--- config.mk ---
export PLATFORM = sky130hd
export DESIGN_NAME = jtframe_bank_arb
export DESIGN_NICKNAME = d
export VERILOG_FILES = /design/src/rtl/jtframe_sdram_pkg.sv /design/src/rtl/jtframe_rr_pick.sv /design/src/rtl/jtframe_bank_arb.sv
export SDC_FILE = /design/constraint.sdc
export NUM_CORES = 1
export LEC_CHECK = 0
export CAP_MARGIN = 20
export CORE_MARGIN = 2
export CORE_UTILIZATION = 36
export CTS_CLUSTER_SIZE = 24
export DETAILED_ROUTE_END_ITERATION = 8
export GPL_TIMING_DRIVEN = 0
export PLACE_DENSITY = 0.65
export RECOVER_POWER = 25
export SLEW_MARGIN = 15
export SYNTH_ARGS = -nofsm -noshare
export SYNTH_HDL_FRONTEND = slang
export SYNTH_SLANG_ARGS = --single-unit
--- constraint.sdc ---
create_clock -name clk -period 8.9 [get_ports clk]
set_input_delay 1.78 -clock clk [delete_from_list [all_inputs] [get_ports clk]]
set_output_delay 1.78 -clock clk [all_outputs]
set_load 0.005 [all_outputs]
--- src/rtl/jtframe_sdram_pkg.sv ---
// Shared constants for the frame SDRAM bank arbiters: FSM encoding, handshake widths and the
// grant-index width helper.
package jtframe_sdram_pkg;

    typedef logic [1:0] arb_state_t;

    localparam arb_state_t StIdle = 2'd0;
    localparam arb_state_t StReq  = 2'd1;
    localparam arb_state_t StWait = 2'd2;

    localparam int unsigned BaDinW     = 16;
    localparam int unsigned BaMaskW    = 2;
    localparam int unsigned SdramDoutW = 32;

    // $clog2(clients), never narrower than one bit
    function automatic int unsigned gnt_w(int unsigned clients);
        return (clients > 1) ? $clog2(clients) : 1;
    endfunction

endpackage

--- src/rtl/jtframe_rr_pick.sv ---
// Combinational grant picker: round-robin starting after the last grant, or fixed priority
// (lowest index) when rr is low.
module jtframe_rr_pick #(
    parameter int unsigned CLIENTS = 4,
    parameter int unsigned IW      = 2
) (
    input  logic [CLIENTS-1:0] pend,
    input  logic [IW-1:0]      last,
    input  logic               rr,
    output logic [CLIENTS-1:0] gnt_oh,
    output logic [IW-1:0]      gnt_idx
);

    logic [IW-1:0] idx;
    logic          found;

    always_comb begin
        gnt_oh  = '0;
        gnt_idx = '0;
        found   = 1'b0;
        idx     = '0;
        for (int unsigned k = 0; k < CLIENTS; k++) begin
            idx = rr ? IW'((32'(last) + 32'd1 + k) % CLIENTS) : IW'(k);
            if (!found && pend[idx]) begin
                found        = 1'b1;
                gnt_idx      = idx;
                gnt_oh[idx]  = 1'b1;
            end
        end
    end

endmodule

--- src/rtl/jtframe_bank_arb.sv ---
// Shares one SDRAM bank port among CLIENTS requesters. Transactions always run to completion;
// a client that drops or moves its request mid-flight simply gets no result.
module jtframe_bank_arb
    import jtframe_sdram_pkg::*;
#(
    parameter int unsigned CLIENTS = 4,
    parameter int unsigned AW      = 22,
    parameter int unsigned DW      = 16,
    parameter bit          RR      = 1'b1
) (
    input  logic                         rst,
    input  logic                         clk,
    input  logic [CLIENTS*AW-1:0]        cl_addr,
    input  logic [CLIENTS-1:0]           cl_rd,
    input  logic [CLIENTS-1:0]           cl_wr,
    input  logic [CLIENTS*BaDinW-1:0]    cl_din,
    input  logic [CLIENTS*BaMaskW-1:0]   cl_din_m,
    output logic [CLIENTS*DW-1:0]        cl_dout,
    output logic [CLIENTS-1:0]           cl_ok,
    output logic [AW-1:0]                ba_addr,
    output logic                         ba_rd,
    output logic                         ba_wr,
    output logic [BaDinW-1:0]            ba_din,
    output logic [BaMaskW-1:0]           ba_din_m,
    input  logic                         ba_ack,
    input  logic                         ba_rdy,
    input  logic [SdramDoutW-1:0]        sdram_dout
);

    localparam int unsigned IW = gnt_w(CLIENTS);

    logic [AW-1:0]      addr_a     [CLIENTS];
    logic [BaDinW-1:0]  din_a      [CLIENTS];
    logic [BaMaskW-1:0] mask_a     [CLIENTS];
    logic [AW-1:0]      srv_addr_q [CLIENTS];
    logic [DW-1:0]      dout_q     [CLIENTS];

    logic [CLIENTS-1:0] req, pend, clr, gnt_oh;
    logic [IW-1:0]      gnt_idx, gnt_q, last_q;
    arb_state_t         st_q;
    logic               wr_q, drop_q, drop_now, done, keep;
    logic               unused_dout;

    assign unused_dout = ^sdram_dout;

    for (genvar i = 0; i < CLIENTS; i++) begin : g_cl
        assign addr_a[i]             = cl_addr[i*AW +: AW];
        assign din_a[i]              = cl_din[i*BaDinW +: BaDinW];
        assign mask_a[i]             = cl_din_m[i*BaMaskW +: BaMaskW];
        assign cl_dout[i*DW +: DW]   = dout_q[i];
        assign clr[i]                = ~req[i] | (addr_a[i] != srv_addr_q[i]);
    end

    assign req  = cl_rd | cl_wr;
    assign pend = req & ~cl_ok;

    // The granted client walked away from the in-flight transaction
    assign drop_now = ~req[gnt_q] | (addr_a[gnt_q] != ba_addr);
    assign done     = ba_rdy & (((st_q == StReq) & ba_ack) | (st_q == StWait));
    assign keep     = done & ~drop_q & ~drop_now;

    jtframe_rr_pick #(
        .CLIENTS (CLIENTS),
        .IW      (IW)
    ) u_pick (
        .pend    (pend),
        .last    (last_q),
        .rr      (RR),
        .gnt_oh  (gnt_oh),
        .gnt_idx (gnt_idx)
    );

    always_ff @(posedge clk or posedge rst) begin
        if (rst) begin
            st_q     <= StIdle;
            gnt_q    <= '0;
            last_q   <= IW'(CLIENTS - 1);
            wr_q     <= 1'b0;
            drop_q   <= 1'b0;
            ba_addr  <= '0;
            ba_rd    <= 1'b0;
            ba_wr    <= 1'b0;
            ba_din   <= '0;
            ba_din_m <= '0;
            cl_ok    <= '0;
            for (int i = 0; i < CLIENTS; i++) begin
                srv_addr_q[i] <= '0;
                dout_q[i]     <= '0;
            end
        end else begin
            for (int i = 0; i < CLIENTS; i++) begin
                if (keep && gnt_q == IW'(i)) begin
                    cl_ok[i]      <= 1'b1;
                    srv_addr_q[i] <= ba_addr;
                    if (!wr_q) dout_q[i] <= sdram_dout[DW-1:0];
                end else if (clr[i]) begin
                    cl_ok[i] <= 1'b0;
                end
            end

            unique case (st_q)
                StIdle: begin
                    if (|gnt_oh) begin
                        st_q     <= StReq;
                        gnt_q    <= gnt_idx;
                        last_q   <= gnt_idx;
                        drop_q   <= 1'b0;
                        wr_q     <= cl_wr[gnt_idx];
                        ba_wr    <= cl_wr[gnt_idx];
                        ba_rd    <= ~cl_wr[gnt_idx];
                        ba_addr  <= addr_a[gnt_idx];
                        ba_din   <= din_a[gnt_idx];
                        ba_din_m <= mask_a[gnt_idx];
                    end
                end
                StReq: begin
                    if (drop_now) drop_q <= 1'b1;
                    if (ba_ack) begin
                        ba_rd <= 1'b0;
                        ba_wr <= 1'b0;
                        st_q  <= ba_rdy ? StIdle : StWait;
                    end
                end
                StWait: begin
                    if (drop_now) drop_q <= 1'b1;
                    if (ba_rdy) st_q <= StIdle;
                end
                default: st_q <= StIdle;
            endcase
        end
    end

endmodule

== Yosys cells after proc, flatten, opt, wreduce, memory -nomap -nowiden ==
Index checks and enable logic that the tools add are counted.

* Add/subtract/negate cells: 4
* Order comparisons: 12
* Equality and inequality tests: 14
* Multiplexer cells: 64
* Bitwise operators: 27
* Reductions and logical operators: 32

{| class="wikitable"
|+ Operator list
! operator !! count
|-
| 22-bit inequality test || 5
|-
| 22-bit binary-select mux with 2-bit select || 2
|-
| 22-bit two-way mux || 4
|-
| 16-bit binary-select mux with 2-bit select || 1
|-
| 16-bit two-way mux || 2
|-
| 1-bit two-way mux || 26
|-
| 2-bit two-way mux || 10
|-
| 2-bit by 3-bit less-than comparator with 1-bit output (second input constant) || 6
|-
| 4-bit two-way mux || 4
|-
| 4-bit bitwise OR || 4
|-
| 1-bit binary-select mux with 2-bit select || 6
|-
| 2-bit nonzero test || 6
|-
| 1-bit logical AND || 11
|-
| 2-bit AND reduction || 5
|-
| 1-bit inverter || 9
|-
| 3-bit AND reduction || 3
|-
| 1-bit demux with 2-bit select || 4
|-
| 2-bit by 1-bit >= comparator with 1-bit output (second input constant) || 4
|-
| 2-bit equality test (second input constant) || 3
|-
| 3-bit >= comparator (second input constant) || 2
|-
| 2-bit inequality test (second input constant) || 3
|-
| 2-bit inverter with 3-bit output || 2
|-
| 1-bit bitwise OR || 6
|-
| 1-bit case mux with 2 select lines || 3
|-
| 13 further kinds || 22
|}

* Bits in registers: 206
* Bits of input ports: 204
* Word-level logic and storage cells: 175

== Logic depth before layout (Yosys ltp) ==
* Word-level depth: 19
* Mapped depth: 14
* Gate-level depth less buffers: 10

== Modules after synthesis ==
From an unflattened synthesis, not the netlist that was laid out.

* Cell total of the unflattened synthesis: 860
* Area total of the unflattened synthesis: 12,089.1 um2

{| class="wikitable"
|+ By module, submodules not included
! module !! instances !! cells each !! area each (um2) !! sequential area each (um2)
|-
| jtframe_bank_arb || 1 || 792 || 11,599.9 || 5,157.4
|-
| jtframe_rr_pick || 1 || 68 || 489.2 || 0.0
|}

== Least setup slack after synthesis ==
No wires, ideal clock.

* Path kind: input -> register
* From: input port cl_rd[2]
* To: register ba_addr[10]
* Library setup time: 90 ps
* Data arrival time: 4,035 ps
* Slack: 4,774 ps
* Stages on the path: 10
* Buffers on the path: 3
* Cells stage by stage: o21bai_1 mux4_2 and2_1 o32a_1 nand2b_1 clkbuf_1 or2_2 clkbuf_1 clkbuf_1 o221ai_1

* Cells in the longest elaborated chain, start to end: 18
* Elaborated cells on any way between the ends: 36

{| class="wikitable"
|+ RTL lines
! item !! RTL line !! RTL
|-
| start: declaration || jtframe_bank_arb.sv:14 || <nowiki>input logic [CLIENTS-1:0] cl_rd,</nowiki>
|-
| 4-bit bitwise OR * || jtframe_bank_arb.sv:54 || <nowiki>assign req = cl_rd | cl_wr;</nowiki>
|-
| 4-bit bitwise AND * || jtframe_bank_arb.sv:55 || <nowiki>assign pend = req & ~cl_ok;</nowiki>
|-
| 1-bit binary-select mux with 2-bit select || jtframe_rr_pick.sv:24 || <nowiki>if (!found && pend[idx]) begin</nowiki>
|-
| 1-bit two-way mux (not written as such) || jtframe_rr_pick.sv:24 ||
|-
| 1-bit two-way mux || jtframe_rr_pick.sv:24 ||
|-
| 1-bit logical NOT || jtframe_rr_pick.sv:24 ||
|-
| 1-bit logical AND || jtframe_rr_pick.sv:24 ||
|-
| 1-bit two-way mux || jtframe_rr_pick.sv:24 ||
|-
| 1-bit logical NOT || jtframe_rr_pick.sv:24 ||
|-
| 1-bit logical AND || jtframe_rr_pick.sv:24 ||
|-
| 1-bit two-way mux || jtframe_rr_pick.sv:24 ||
|-
| 1-bit logical NOT || jtframe_rr_pick.sv:24 ||
|-
| 1-bit logical AND || jtframe_rr_pick.sv:24 ||
|-
| 2-bit two-way mux || jtframe_rr_pick.sv:24 ||
|-
| 2-bit inverter with 3-bit output (not written as such) || jtframe_bank_arb.sv:111 || <nowiki>ba_addr <= addr_a[gnt_idx];</nowiki>
|-
| 22-bit binary-select mux with 2-bit select || jtframe_bank_arb.sv:111 ||
|-
| 22-bit two-way mux (not written as such) (2 in series) || jtframe_bank_arb.sv:111 ||
|-
| end signal: assignment || jtframe_bank_arb.sv:111 ||
|-
| end: declaration || jtframe_bank_arb.sv:20 || <nowiki>output logic [AW-1:0] ba_addr,</nowiki>
|}

Every way passes the cells marked *; elsewhere a longest branch is shown, timed or not. The select of a mux whose other input is x is not followed.
A chain may end at the register's enable or synchronous reset.

== Worst setup path after layout ==
* From: input port cl_addr[85]
* To: register dout_q, in the netlist cl_dout[52]

* Cells in the longest elaborated chain, start to end: 9

{| class="wikitable"
|+ RTL lines
! item !! RTL line !! RTL
|-
| start: declaration || jtframe_bank_arb.sv:13 || <nowiki>input logic [CLIENTS*AW-1:0] cl_addr,</nowiki>
|-
| 22-bit binary-select mux with 2-bit select || jtframe_bank_arb.sv:58 || <nowiki>assign drop_now = ~req[gnt_q] | (addr_a[gnt_q] != ba_addr);</nowiki>
|-
| 22-bit two-way mux (not written as such) (2 in series) || jtframe_bank_arb.sv:58 ||
|-
| 22-bit inequality test || jtframe_bank_arb.sv:58 ||
|-
| 1-bit bitwise OR || jtframe_bank_arb.sv:58 ||
|-
| 1-bit inverter || jtframe_bank_arb.sv:60 || <nowiki>assign keep = done & ~drop_q & ~drop_now;</nowiki>
|-
| 1-bit bitwise AND || jtframe_bank_arb.sv:60 ||
|-
| 1-bit logical AND || jtframe_bank_arb.sv:92 || <nowiki>if (keep && gnt_q == IW'(i)) begin</nowiki>
|-
| 2-bit AND reduction (no source line) || n/a ||
|-
| end signal: indexed assignment || jtframe_bank_arb.sv:95 || <nowiki>if (!wr_q) dout_q[i] <= sdram_dout[DW-1:0];</nowiki>
|-
| end: declaration || jtframe_bank_arb.sv:36 || <nowiki>logic [DW-1:0] dout_q [CLIENTS];</nowiki>
|}

No other way between the ends. The select of a mux whose other input is x is not followed.

==> results.tsv <==
metric	value	unit
post-cts-setup-buffers	0	
port_buffers	297	
ioPinCount	314	
slew_headroom	-135.7	%
required	9.29	ns
post-route-period-util	57.22	%
drt_iter0_drc	660	
hp-class	reg -> reg	
mostFrequentLayoutCells	clkdlybuf4s50_1 (296), dfrtp_1 (204), mux2_2 (125), mux2i_1 (83), xnor2_1 (79)	
end_kind	flip-flop	
slowest_stage	nor4_2	
grt_pass1_wl	55.72	mm
ys.warnings.count	0	
grt_max_degree	77	
ys_ff_latch	206	
layout-drive-gt1-share	19.68	%
leakagePower	0.006816	uW
crit_path_max_incr_delay	0.65	ns
final_core_util	51.27	%
reg2reg_depth	10	
drc_errors	0	
clock.fmax	0.1964	GHz
cts_resized	0	
dieArea	31950	sq um
start_util	36.79	%
cts_tree	built	
synth-edff-count	0	
outcome	complete, but fails checks	
powerDensity	283.7	nW/um^2
clock_path_buffers	3	
die_y	178.7	microns
diodes	0	
first_pass_iters	5	
path_buf_inv	2	
netlist_area	10990	sq um
antenna_found_initial	2	
clk_latency	0.52	ns
hold_viol_final	0	
fp.coreArea	29870	sq um
cp_max_fo	10	
vdd_drop_max	0.1493	mV
wl	37.54	mm
async_flop_share	100.0	%
max_cap_viol_count	1	
die_w	178.7	microns
cts_max_level	1	
r2r_slack	4.33	ns
cts.clk_slew.worst_paths	0.05	ns
hpwlAfterDp	27.89	mm
vias	8482	
syn_inst	851	
cp-startpoint	cl_addr[85]	
final_cell_area	15320	sq um
path_depth	9	
synth_nets	1066	
cts_hold_buf	0	
critPathCapture	cl_dout[52]$_DFFE_PP0P_	
nets	1392	
reg2reg_to	cl_dout[52]$_DFFE_PP0P_	
synth.distinct_cells	48	
timing.rr.start	gnt_q[1]$_DFFE_PP0P_	
path_class	in -> reg	
grt.total_usage	23.50	%
arrival	5.49	ns
path_delay_family	simple AND/OR/NAND/NOR gates	
slew_viol_final	76	
layout_commonest_cell	clkdlybuf4s50_1	
rsz0062_at_grt	false	
crit_chain	clkdlybuf4s50_1 > mux4_2 > xnor2_1 > nand4_1 > nor4_2 > nand4_2 > nor2_2 > buf_4 > mux2_2	
cp-start-kind	input pin	
overflow	0	
setup_viol	0	
clkSinkCount	206	
violations	capacitance limit, slew limit	
skew	0.01190	ns
tightest_slew	3.516	ns
routabilityCongestion	0.8386	
wl_per_cell	23.70	microns
fin_crit	5.093	ns
postRouteAntennaNets	0	
cts_buffers	25	
grt_pass1_vias	8930	
area_growth	39.35	%
syn_area_per_cell	12.92	sq um
ys.flop_type	dfrtp_1	
yosysSeqAreaShare	46.92	%
vias_per_cell	5.355	
rows	63	
cts_root_buf	clkbuf_16	
place_area	14520	sq um
-- cell usage after synthesis (all sizes together) (2+ instances only) --
cell type	instances	share of area [%]
nor4	17	1.1
buf	19	1.1
dfstp	2	0.48
nand2	54	1.8
nand3	6	0.27
mux2i	83	7.6
mux4	27	5.5
or2	5	0.28
a21boi	2	0.14
nand2b	4	0.23
xnor2	79	6.3
nand4	20	1.3
o21bai	4	0.27
o21ba	4	0.36
ha	11	1.3
dfrtp	204	46
o22ai	2	0.11
o21ai	11	0.50
a21o	2	0.14
a21oi	4	0.18
a31o	4	0.32
nor2	13	0.63
mux2	153	16
xor2	31	2.5
o221ai	40	3.2
clkbuf	24	0.82
nor3	3	0.34
inv	11	0.38
nor3b	3	0.20
-- how the worst min path moves through the flow --
stage | startpoint | endpoint | slack [ns] | depth (start not counted)
after global routing | cl_dout[40]$_DFFE_PP0P_ | cl_dout[40]$_DFFE_PP0P_ | 0.51 | 1
after CTS | cl_dout[3]$_DFFE_PP0P_ | cl_dout[3]$_DFFE_PP0P_ | 0.49 | 1
final | ba_din[15]$_DFFE_PP0P_ | ba_din[15]$_DFFE_PP0P_ | 0.48 | 2
after global placement | cl_dout[1]$_DFFE_PP0P_ | cl_dout[1]$_DFFE_PP0P_ | 0.47 | 1
after detailed placement | cl_dout[24]$_DFFE_PP0P_ | cl_dout[24]$_DFFE_PP0P_ | 0.47 | 1
after floorplan | srv_addr_q[53]$_DFFE_PP0P_ | srv_addr_q[53]$_DFFE_PP0P_ | 0.48 | 1
-- sequential cells by signal, summed over array words and instances, names as in the netlist --
register	count
ba_addr	22
ba_din	16
ba_din_m	2
ba_rd	1
ba_wr	1
cl_dout	64
cl_ok	4
drop_q	1
gnt_q	2
last_q	2
srv_addr_q	88
st_q	2
wr_q	1
-- stage by stage --
step                total power [uW]  cells  TNS, ns  hold slack (ns)  setup slack [ns]
floorplan                       2497    851        0           0.4782             1.499
global placement                3331   1538  -316.43           0.4665            -1.569
detailed placement              3367   1540        0           0.4740             3.249
CTS                             4383   1584        0           0.4901             3.800
global route                    4576   1584        0           0.5088             3.671
finish                          4346   1584        0           0.4836             3.807
-- power by group --
| part | internal (uW) | leakage, uW | switching (uW) | total, uW |
|---|---|---|---|---|
| clock network | 611 | 0.000393 | 398 | 1010 |
| logic | 939 | 0.00363 | 1170 | 2110 |
| registers | 1070 | 0.00280 | 156 | 1220 |
-- logic make-up after synthesis --
kind of cell / synth area share, %
mux: 28.76
compound gates: 5.737
simple gates: 6.249
flops: 46.92
buf+inv: 2.311
xor+xnor: 8.765
fa+ha+maj: 1.252
-- per-layer routing --
| metal | wire length, microns | GRT usage [%] | up-vias |
|---|---|---|---|
| met4 | 969 | 5.759 | 0 |
| li1 | - | - | 3800 |
| met2 | 17500 | 38.72 | 350 |
| met1 | 15940 | 30.85 | 4275 |
| met5 | 0 | 0 | - |
| met3 | 3125 | 6.234 | 57 |
-- final cells by class --
cell class | count | area, sq um
fill | 2606 | 14560
multi-input combinational | 591 | 5580
clock buffer | 41 | 765.7
tap | 390 | 488.0
clock inverter | 3 | 42.54
timing repair buffer | 299 | 3028
buffer | 43 | 212.7
sequential | 206 | 5157
inverter | 11 | 42.54
-- worst register-to-register path, cell delays in order (launching register included) --
cell	delay, ns
dfrtp_1	0.35
clkbuf_1	0.64
buf_1	0.76
mux4_2	0.44
xnor2_1	0.23
nand4_1	0.13
nor4_2	0.41
nand4_2	0.34
nor2_2	0.48
buf_4	0.30
mux2_2	0.36
No activity file was read; power rests on OpenSTA's default activity.
